--- src/rtl/imm_encoder_pkg.sv ---
// -----------------------------------------------------------------------------
// imm_encoder_pkg
// Shared types and constants for the RV32I instruction encoder and any
// block that decodes immediates (the immediate generator uses the same
// imm_src encoding, so its case labels come from imm_src_e below).
//
// Contents:
//   imm_src_e  - immediate format select (I / S / B); other codes are illegal
//   NOP_INSTR  - canonical RV32I NOP (addi x0, x0, 0)
//   enc_req_t  - one encode request as presented on the input side
//   s1_data_t  - what stage 1 keeps: range-check result plus the fields
//                the packer actually needs (only imm[12:0] survives)
// -----------------------------------------------------------------------------
package imm_encoder_pkg;

  typedef enum logic [2:0] {
    IMM_I = 3'b000,
    IMM_S = 3'b001,
    IMM_B = 3'b010
  } imm_src_e;

  localparam logic [31:0] NOP_INSTR = 32'h0000_0013;

  // imm_src is kept as raw bits so illegal codes 011..111 travel intact
  typedef struct packed {
    logic [2:0]  imm_src;
    logic [31:0] imm;
    logic [6:0]  opcode;
    logic [4:0]  rd;
    logic [2:0]  funct3;
    logic [4:0]  rs1;
    logic [4:0]  rs2;
  } enc_req_t;

  // imm[31:13] is fully consumed by the range check, so it is not stored
  typedef struct packed {
    logic        ok;
    logic [2:0]  imm_src;
    logic [12:0] imm;
    logic [6:0]  opcode;
    logic [4:0]  rd;
    logic [2:0]  funct3;
    logic [4:0]  rs1;
    logic [4:0]  rs2;
  } s1_data_t;

endpackage

--- src/rtl/imm_range_check.sv ---
// -----------------------------------------------------------------------------
// imm_range_check
// Combinational legality check of a 32-bit signed immediate against the
// field width of the selected RV32I format.
//
// Ports:
//   imm      in  32  full-width signed immediate (byte offset for B)
//   imm_src  in   3  format select (imm_src_e encoding)
//   ok       out  1  immediate is representable in the selected format
//
// I/S hold a 12-bit signed value, so imm[31:11] must be a pure sign
// extension. B holds a 13-bit signed, even byte offset.
// -----------------------------------------------------------------------------
module imm_range_check
  import imm_encoder_pkg::*;
(
  input  logic [31:0] imm,
  input  logic [2:0]  imm_src,
  output logic        ok
);

  logic fits_12;
  logic fits_13;

  assign fits_12 = (imm[31:11] == '0) || (imm[31:11] == '1);
  assign fits_13 = (imm[31:12] == '0) || (imm[31:12] == '1);

  always_comb begin
    ok = 1'b0;
    case (imm_src)
      IMM_I, IMM_S: ok = fits_12;
      IMM_B:        ok = fits_13 && !imm[0];
      default:      ok = 1'b0;
    endcase
  end

endmodule

--- src/rtl/imm_encoder.sv ---
// -----------------------------------------------------------------------------
// imm_encoder
// Two-stage valid/ready pipeline that packs an immediate plus register and
// opcode fields into a 32-bit RV32I instruction word (I, S or B format).
// Illegal requests (out-of-range immediate or unknown format) are delivered
// in order as the canonical NOP with err set.
//
// Ports:
//   clk, rst       clock; synchronous active-high reset
//   in_valid/in_ready, imm_src, imm, opcode, rd, funct3, rs1, rs2
//                  request side
//   out_valid/out_ready, instr, err
//                  encoded word side; err qualifies instr
//   enc_count      legal words delivered (saturating)
//   err_count      illegal words delivered (saturating)
//
// Handshake: a transfer happens on a side when valid && ready at a rising
// edge. Stage 2 advances when it is empty or downstream is ready; stage 1
// advances when it is empty or stage 2 advances; in_ready is stage 1's
// advance condition (a combinational path from out_ready). While
// out_valid && !out_ready the output word is held unchanged.
// -----------------------------------------------------------------------------
module imm_encoder
  import imm_encoder_pkg::*;
#(
  parameter int CNT_W = 16
) (
  input  logic             clk,
  input  logic             rst,
  input  logic             in_valid,
  output logic             in_ready,
  input  logic [2:0]       imm_src,
  input  logic [31:0]      imm,
  input  logic [6:0]       opcode,
  input  logic [4:0]       rd,
  input  logic [2:0]       funct3,
  input  logic [4:0]       rs1,
  input  logic [4:0]       rs2,
  output logic             out_valid,
  input  logic             out_ready,
  output logic [31:0]      instr,
  output logic             err,
  output logic [CNT_W-1:0] enc_count,
  output logic [CNT_W-1:0] err_count
);

  enc_req_t    req;
  logic        req_ok;
  s1_data_t    s1_next;
  s1_data_t    s1;
  logic        s1_valid;
  logic        s2_valid;
  logic        s1_adv;
  logic        s2_adv;
  logic [31:0] pack_word;

  always_comb begin
    req.imm_src = imm_src;
    req.imm     = imm;
    req.opcode  = opcode;
    req.rd      = rd;
    req.funct3  = funct3;
    req.rs1     = rs1;
    req.rs2     = rs2;
  end

  imm_range_check u_range (
    .imm     (req.imm),
    .imm_src (req.imm_src),
    .ok      (req_ok)
  );

  always_comb begin
    s1_next.ok      = req_ok;
    s1_next.imm_src = req.imm_src;
    s1_next.imm     = req.imm[12:0];
    s1_next.opcode  = req.opcode;
    s1_next.rd      = req.rd;
    s1_next.funct3  = req.funct3;
    s1_next.rs1     = req.rs1;
    s1_next.rs2     = req.rs2;
  end

  assign s2_adv    = !s2_valid || out_ready;
  assign s1_adv    = !s1_valid || s2_adv;
  assign in_ready  = s1_adv;
  assign out_valid = s2_valid;

  // Stage 1: range check result and fields
  always_ff @(posedge clk) begin
    if (rst) begin
      s1_valid <= 1'b0;
    end else if (s1_adv) begin
      s1_valid <= in_valid;
    end
  end

  // Payload needs no reset; it is only observed through s1_valid
  always_ff @(posedge clk) begin
    if (s1_adv && in_valid) begin
      s1 <= s1_next;
    end
  end

  // Stage 2 packing
  always_comb begin
    pack_word = NOP_INSTR;
    if (s1.ok) begin
      case (s1.imm_src)
        IMM_I: pack_word = {s1.imm[11:0], s1.rs1, s1.funct3, s1.rd, s1.opcode};
        IMM_S: pack_word = {s1.imm[11:5], s1.rs2, s1.rs1, s1.funct3,
                            s1.imm[4:0], s1.opcode};
        IMM_B: pack_word = {s1.imm[12], s1.imm[10:5], s1.rs2, s1.rs1, s1.funct3,
                            s1.imm[4:1], s1.imm[11], s1.opcode};
        default: pack_word = NOP_INSTR;
      endcase
    end
  end

  always_ff @(posedge clk) begin
    if (rst) begin
      s2_valid <= 1'b0;
      instr    <= '0;
      err      <= 1'b0;
    end else if (s2_adv) begin
      s2_valid <= s1_valid;
      if (s1_valid) begin
        instr <= pack_word;
        err   <= !s1.ok;
      end
    end
  end

  // Delivered-word counters, saturating at all-ones
  always_ff @(posedge clk) begin
    if (rst) begin
      enc_count <= '0;
      err_count <= '0;
    end else if (out_valid && out_ready) begin
      if (!err) begin
        if (enc_count != '1) enc_count <= enc_count + 1'b1;
      end else begin
        if (err_count != '1) err_count <= err_count + 1'b1;
      end
    end
  end

endmodule
--- config.mk ---
export PLATFORM = sky130hd
export DESIGN_NAME = imm_encoder
export DESIGN_NICKNAME = d
export VERILOG_FILES = /design/src/rtl/imm_encoder_pkg.sv /design/src/rtl/imm_range_check.sv /design/src/rtl/imm_encoder.sv
export SDC_FILE = /design/constraint.sdc
export NUM_CORES = 1
export LEC_CHECK = 0
export CAP_MARGIN = 20
export CORE_UTILIZATION = 51
export CTS_CLUSTER_DIAMETER = 100
export DETAILED_ROUTE_END_ITERATION = 6
export MAX_ROUTING_LAYER = met4
export PLACE_DENSITY = 0.86
export SLEW_MARGIN = 40
export SYNTH_ARGS = -nofsm -noshare
export SYNTH_HDL_FRONTEND = slang
export SYNTH_HIERARCHICAL = 1
export SYNTH_SLANG_ARGS = --single-unit
export TNS_END_PERCENT = 10
--- constraint.sdc ---
create_clock -name clk -period 6.9 [get_ports clk]
set_clock_uncertainty 0.2 [all_clocks]
set_input_delay 1.38 -clock clk [delete_from_list [all_inputs] [get_ports clk]]
set_output_delay 1.38 -clock clk [all_outputs]
set_load 0.05 [all_outputs]
# Word level (Yosys, flattened, before mapping)
# Index checks and enable logic that the tools add are counted.
[totals] reg_bits=109 output_inout_bits=67 word_cells=47 inputBits=64
[classes] bitwise=1 n_eq_ne=8 mux=3 reduce_logical=19 addsub=2
[op_table] cell="32-bit case mux with 3 select lines" n=1
[op_table] cell="16-bit by 1-bit adder with 16-bit output (second input constant)" n=2
[op_table] cell="32-bit 2-to-1 mux" n=1
[op_table] cell="16-bit != test (second input constant)" n=2
[op_table] cell="21-bit equality test (second input constant)" n=1
[op_table] cell="21-bit zero test" n=1
[op_table] cell="20-bit equality test (second input constant)" n=1
[op_table] cell="20-bit zero test" n=1
[op_table] cell="3-bit by 1-bit equality test with 1-bit output (second input constant)" n=2
[op_table] cell="3-bit by 2-bit equality test with 1-bit output (second input constant)" n=2
[op_table] cell="3-bit zero test" n=2
[op_table] cell="3-bit AND reduction" n=2
[op_table] cell="1-bit zero test" n=4
[op_table] cell="1-bit logical OR" n=4
[op_table] cell="1-bit logical AND" n=3
[op_table] cell="1-bit case mux with 2 select lines" n=1
[op_table] cell="2-bit AND reduction" n=1
[op_table] cell="2-bit OR reduction" n=1
[op_table] cell="1-bit NOT" n=1

# Logic depth before layout (Yosys ltp)
# Gate-level depths: netlist of run 1.
[logic_depth] word_depth=4 mapped_depth=7 ltp_nobuf=5

# By module
# The synthesis of run 1 kept the hierarchy.
[by_module_without_submodules] module="imm_encoder" seq_area_each_um2=2602.5 n_inst=1 cells_per_inst=392 area_per_inst_um2=4334.2
[by_module_without_submodules] module="imm_range_check" seq_area_each_um2=0.0 n_inst=1 cells_per_inst=20 area_per_inst_um2=131.4

# Least setup slack after synthesis of run 1
# No wires, ideal clock.
[synth_timing] path_kind="input to register" from="input port out_ready" to="register s1[0] in the netlist's numbering, enable pin" setup_ns=0.403 arrival_time_ns=3.046 required_ns=6.297 n_path_buf=1 path_stages=4 path_slack_ns=3.250 cell_sequence="nor2b_1 > clkbuf_1 > nand2_1 > and2_1"
[synth_via] elab_chain_len=3
[synth_lines] element="start, declared" line_no="imm_encoder.sv:40" text="input logic out_ready,"
[synth_lines] element="1-bit logical OR" line_no="imm_encoder.sv:84" text="assign s2_adv = !s2_valid || out_ready;"
[synth_lines] element="1-bit logical OR" line_no="imm_encoder.sv:85" text="assign s1_adv = !s1_valid || s2_adv;"
[synth_lines] element="named net in_ready" line_no="imm_encoder.sv:31" text="output logic in_ready,"
[synth_lines] element="1-bit logical AND" line_no="imm_encoder.sv:100" text="if (s1_adv && in_valid) begin"
[synth_lines] element="end signal, assigned" line_no="imm_encoder.sv:101" text="s1 <= s1_next;"
[synth_lines] element="end, declared" line_no="imm_encoder.sv:50" text="s1_data_t s1;"
# The timed path passes the listed nets, and every way through them passes these cells.
# A chain may end at the register's enable or synchronous reset.

# Final worst setup path of run 1
[layout_timing] from="input port out_ready" to="output port in_ready"
[layout_via] elab_chain_len=2
[layout_lines] element="1-bit logical OR" line_no="imm_encoder.sv:84"
[layout_lines] element="1-bit logical OR" line_no="imm_encoder.sv:85"
[layout_lines] element="end, declared" line_no="imm_encoder.sv:31"
# No other way between the ends.

==> run_results.csv, run 1 <==
group,metric,value,unit
run,maxCapViolations,0,
synthesis,yosys_warnings,6,
layout,final_cell_mix,"129 x clkdlybuf4s50_1, 67 x dfxtp_1, 49 x nor2_1",
clocking,clock_latency,370,ps
grt,grt_start_max_net_pins,68,
timing,final_hold_viol_count,0,
timing,timing.final.ws_setup,2089,ps
synthesis,syn_nets,478,
layout,layout_commonest_cell,"clkdlybuf4s50_1",
clocking,post_cts_buffers,0,
clocking,htree_levels,3,
worst_setup_path,setup.worst_path.end_class,"primary output",
layout,antenna_cells,0,
timing,worst-slew-pin-transition,864.7,ps
grt,overflow,0,
synthesis,synth_top_cell_by_area,"dfxtp_1",
synthesis,synth.avg_cell_area,10.84,sq um
timing,rsz0062_at_grt,"false",
die,core_area,8341,sq um
timing,setup_viol,0,
clocking,root_buffer,"clkbuf_8",
synthesis,ys_ff_latch,109,
timing,fmax,207.8,MHz
synthesis,synth.cell_area,4466,sq um
synthesis,synth_top_area_share,0.3004,
worst_setup_path,cp_max_fo,7,
synthesis,synth_cells,412,
drt,viasPerCell,5.817,
synthesis,synthArstFlopShare,0,
synthesis,seq_area_frac_synth,0.5828,
timing,tns,0,ps
grt,grt_pass1_vias,3388,
timing,relSlewSlack,0.4236,
clocking,cts_buffers,9,
clocking,path_clk_slew,100,ps
timing,drv_slew,0,
worst_setup_path,worst_setup_path_start_kind,"input port",
synthesis,ys_types,51,
timing,min_period_over_period,0.6973,
drt,wl,10160,um
die,initial_utilization,0.5354,
worst_hold_path,whs_path_depth,1,
worst_hold_path,hp-class,"reg2reg",
clocking,cts_num_sinks,109,
worst_setup_path,path_class,"in2out",
layout,fin_cells,644,
drt,ant_nets,0,
pwr,power_density,194.2,nW/um^2
layout,fin_nets,600,
die,std_cell_rows,33,
clocking,clk_path_buf_depth,2,
placed_design,dp_hpwl,7112,um
clocking,cts_resized,0,
placed_design,dp.cells,628,
drt,drc,0,
outcome,status,"completed",
die,dieArea,9135,sq um
die,fp.dieH,95.58,um
grt,grtUsageTotal,0.2346,
worst_setup_path,ff2ff_path_depth,5,
layout,area_delta_synth_final,35.36,%
timing,fin_crit,4811,ps
layout,drive_above_1_share,0.06122,
synthesis,ys_top_cells_by_area,"dfxtp_1 30%, edfxtp_1 28%, a22oi_1 4.9%, nor2_1 4.1%, mux2i_1 2.5%",
pwr,power_leakage,2.017,nW
synthesis,synth_edf_count,42,
drt,first_pass_iters,4,
drt,drt-initial-drc-count,202,
die,io_pins,131,
clocking,cts-hold-fix-buffers,0,
pwr,ir_drop,0.0001222,V
placed_design,globalplace.congestion,0.8127,
drt,post_drt_wl_per_cell,15.78,um
worst_setup_path,worstPathRequired,5320,ps
synthesis,synthFlopType,"dfxtp_1",
grt,grt_pass1_wl,15860,um
grt,antenna_found_initial,0,
placed_design,place_ws,2097,ps
drt,vias,3746,
worst_setup_path,critical_path_arrival,3230,ps
placed_design,port_buffers,130,
clocking,cts_tree,"built",
die,die_x,95.58,um
-- power breakdown --
part / leakage (nW) / switching [mW] / internal, mW
Combinational: 0.968 / 0.0520 / 0.0515
Clock: 0.0971 / 0.228 / 0.141
Sequential: 0.952 / 0.0130 / 0.689
-- synthesized netlist by cell type (2+ instances only) --
library cell and count:
and3_1 7, nand3_1 8, a21oi_1 18, o2bb2ai_1 5
mux2_2 2, or4_1 10, nor2_1 49, o21ai_0 14
o21a_1 4, a211oi_1 6, o41ai_1 2, nand4_1 14
a22oi_1 29, ha_1 2, mux2i_1 11, o31ai_1 8
nand3b_1 6, or3_1 10, nor4_1 8, and2_1 3
nand2_1 12, o311ai_0 2, o31a_1 2, dfxtp_1 67
edfxtp_1 42, inv_1 6, o21ai_1 2, nor2b_1 9
buf_2 6, clkbuf_1 15, nand2b_1 6, nor3_1 8
-- routing by layer --
metal  vias to the layer above  wire length, um  global-route usage  part of all wire
met5                         -                0                   -                 0
met4                         0              105             0.07090             0.010
met1                      1767             4387              0.3029              0.43
met3                        12              689             0.04705             0.068
met2                       152             4980              0.3738              0.49
li1                       1815                -                   -                 -
-- flip-flops by register name, summed over array words and instances (netlist names) --
register / count
s1: 42
instr: 32
enc_count: 16
err_count: 16
err: 1
out_valid: 1
s1_valid: 1
-- kinds of logic after synthesis --
family | share of synthesized area
XOR/XNOR | 0.003923
flip-flops | 0.5828
buffers and inverters | 0.02522
multiplexers | 0.03222
AO/OA/AOI/OAI | 0.1519
AND/OR/NAND/NOR | 0.1984
adder cells (fa/ha/maj) | 0.005603
-- worst max-delay path, stage by stage --
cell and delay [ps]:
clkdlybuf4s50_1 470, nor2b_1 490, nand2_1 160, clkdlybuf4s50_1 740
-- per-stage QoR --
stage	power [mW]	cell area, sq um	util	hold slack (ps)
after CTS	1.184	6045	0.7247	282.5
final	1.174	6045	0.7247	282.1
after detailed placement	0.8193	5857	0.7022	267.9
after floorplan	0.7607	4466	-	233.4
after global routing	1.222	6045	0.7247	306.4
after global placement	0.8151	5839	0.7001	250.2
-- final timing paths --
| check | slack (ps) | to | from |
|---|---|---|---|
| hold reg to reg | 280 | err | s1[41] |
| setup / recovery | 2090 | in_ready | out_ready |
| hold / removal | 280 | err | s1[41] |
| setup reg to reg | 4590 | enc_count[14] | enc_count[0] |
-- final cells by class --
class	count	area, sq um
Tap cell	105	131.4
Clock inverter	7	63.81
Multi-Input combinational cell	275	1782
Sequential cell	109	2603
Timing Repair Buffer	133	1319
Inverter	6	22.52
Clock buffer	9	123.9
Fill cell	596	2296
Power figures use the tool's default switching activity.
==> inputs of run 2 (changes only) <==
Settings changed: CORE_UTILIZATION 51 to 43, PLACE_DENSITY 0.86 to 0.78.
Clock period 6.9 ns to 3.9 ns, I/O delays scaled along.
==> run_results.csv, run 2 (synthesis gave the netlist of run 1 again) <==
group,metric,value,unit
worst_hold_path,hp-class,"reg2reg",
clocking,cts-hold-fix-buffers,0,
layout,top_register,"s1",
drt,post_drt_wl_per_cell,15.70,um
layout,fin_nets,602,
worst_setup_path,worst_setup_path_start_kind,"input port",
die,core_area,9910,sq um
layout,antenna_cells,0,
clocking,post_cts_buffers,0,
grt,antenna_found_initial,0,
die,dieArea,10800,sq um
clocking,clock_latency,380,ps
grt,top_usage_layer,"met2",
timing,fin_crit,3288,ps
timing,rsz0062_at_grt,"false",
grt,met3_usage,0.04825,
clocking,cts_resized,0,
layout,area_delta_synth_final,36.93,%
grt,met2_usage,0.3443,
grt,grt_start_max_net_pins,51,
drt,wl,10580,um
worst_setup_path,worstPathRequired,2920,ps
die,die_x,103.9,um
grt,grtUsageTotal,0.2062,
placed_design,place_area,5902,sq um
pwr,ir_drop,0.0002219,V
drt,ant_nets,0,
grt,met1_usage,0.2534,
layout,drive_above_1_share,0.06285,
outcome,status,"completed",
timing,min_period_over_period,0.8431,
layout,largestRegisters,"s1: 42 flops, instr: 32 flops",
placed_design,port_buffers,130,
worst_hold_path,hold_start,"s1[41]",
timing,final_hold_viol_count,0,
worst_setup_path,critPathTopFamily,"buffers and inverters",
worst_setup_path,worst_path_largest_cell_delay,810,ps
grt,grt_pass1_wl,17360,um
worst_setup_path,rrSetupSlack,1570,ps
die,io_pins,131,
timing,fmax,304.1,MHz
timing,tns,0,ps
layout,fin_cells,674,
worst_setup_path,rr_startpoint,"enc_count[0]",
drt,first_pass_iters,5,
placed_design,globalplace.congestion,0.7958,
worst_setup_path,critical_path.cell_chain,"clkdlybuf4s50_1 > nor2b_1 > nand2_1 > clkdlybuf4s50_1",
timing,worst-slew-pin-transition,801.4,ps
worst_setup_path,setup.worst_path.end_class,"primary output",
layout,layout_commonest_cell,"clkdlybuf4s50_1",
clocking,cts_buffers,9,
timing,relSlewSlack,0.4658,
worst_setup_path,ff2ff_path_depth,5,
drt,vias,3754,
clocking,htree_levels,3,
clocking,cts_tree,"built",
worst_setup_path,critical_path_arrival,2310,ps
pwr,power_density,348.4,nW/um^2
drt,drc,0,
clocking,clk_path_buf_depth,2,
timing,setup_viol,0,
worst_setup_path,cp_max_fo,5,
die,std_cell_rows,36,
clocking,root_buffer,"clkbuf_8",
clocking,path_clk_slew,120,ps
worst_setup_path,cp_num_cells,4,
timing,drv_slew,0,
layout,largest_reg_flops,42,
worst_hold_path,worstHoldEndpoint,"err",
die,initial_utilization,0.4506,
layout,final_cell_area,6115,sq um
clocking,cts_num_sinks,109,
worst_setup_path,worst-path-buf-inv,2,
worst_hold_path,whs_path_depth,1,
grt,overflow,0,
worst_setup_path,path_class,"in2out",
worst_setup_path,cp_common_cell,"clkdlybuf4s50_1",
placed_design,dp_hpwl,7466,um
layout,fillers,827,
drt,drt-initial-drc-count,137,
pwr,power_leakage,2.037,nW
die,fp.dieH,103.9,um
worst_setup_path,cpMaxStageDelayCell,"clkdlybuf4s50_1",
placed_design,dp.cells,658,
run,maxCapViolations,0,
pwr,total_power,2.130,mW
layout,final_cell_mix,"129 x clkdlybuf4s50_1, 67 x dfxtp_1, 49 x nor2_1",
grt,grt_pass1_vias,3639,
worst_setup_path,reg2reg_to,"enc_count[14]",
layout,final_core_util,0.6170,
drt,viasPerCell,5.570,
run 2: report_power, final:
part | switching (mW) | total (mW) | internal (mW)
Clock | 0.440 | 0.706 | 0.266
Sequential | 0.0227 | 1.24 | 1.22
Combinational | 0.0920 | 0.184 | 0.0916
run 2: how the worst max path moves through the flow:
| stage | start | endpoint | slack [ps] |
|---|---|---|---|
| detailed placement | out_ready | in_ready | 620 |
| global placement | out_ready | in_ready | 660 |
| CTS | out_ready | in_ready | 610 |
| floorplan | out_ready | s1[0] | 850 |
| finish | out_ready | in_ready | 610 |
| global route | out_ready | in_ready | 580 |
run 2: layer usage:
metal	wire length, um	vias to the layer above
met5	0	-
met3	632	8
met4	89	0
met2	5271	140
li1	-	1817
met1	4585	1789
run 2: final cells by class:
type / count / area (sq um) / area share
Timing Repair Buffer: 135 / 1334 / 0.2181
Sequential cell: 109 / 2603 / 0.4256
Clock buffer: 9 / 123.9 / 0.02026
Clock inverter: 7 / 88.84 / 0.01453
Multi-Input combinational cell: 275 / 1777 / 0.2906
Tap cell: 133 / 166.4 / 0.02722
Inverter: 6 / 22.52 / 0.003683
run 2: metrics by stage:
step	setup WS, ps	hold WS, ps
6_report	611.8	300.0
3_3_place_gp	656.4	261.8
3_5_place_dp	619.7	261.3
4_1_cts	614.3	291.9
2_1_floorplan	850.5	233.4
5_1_grt	575.0	321.4
run 2: worst register-to-register path: cells and delay by family (launching register included):
family	cells	cell delay [ps]
compound gates	1	160
fa+ha+maj	1	210
flops	1	450
simple gates	3	1250
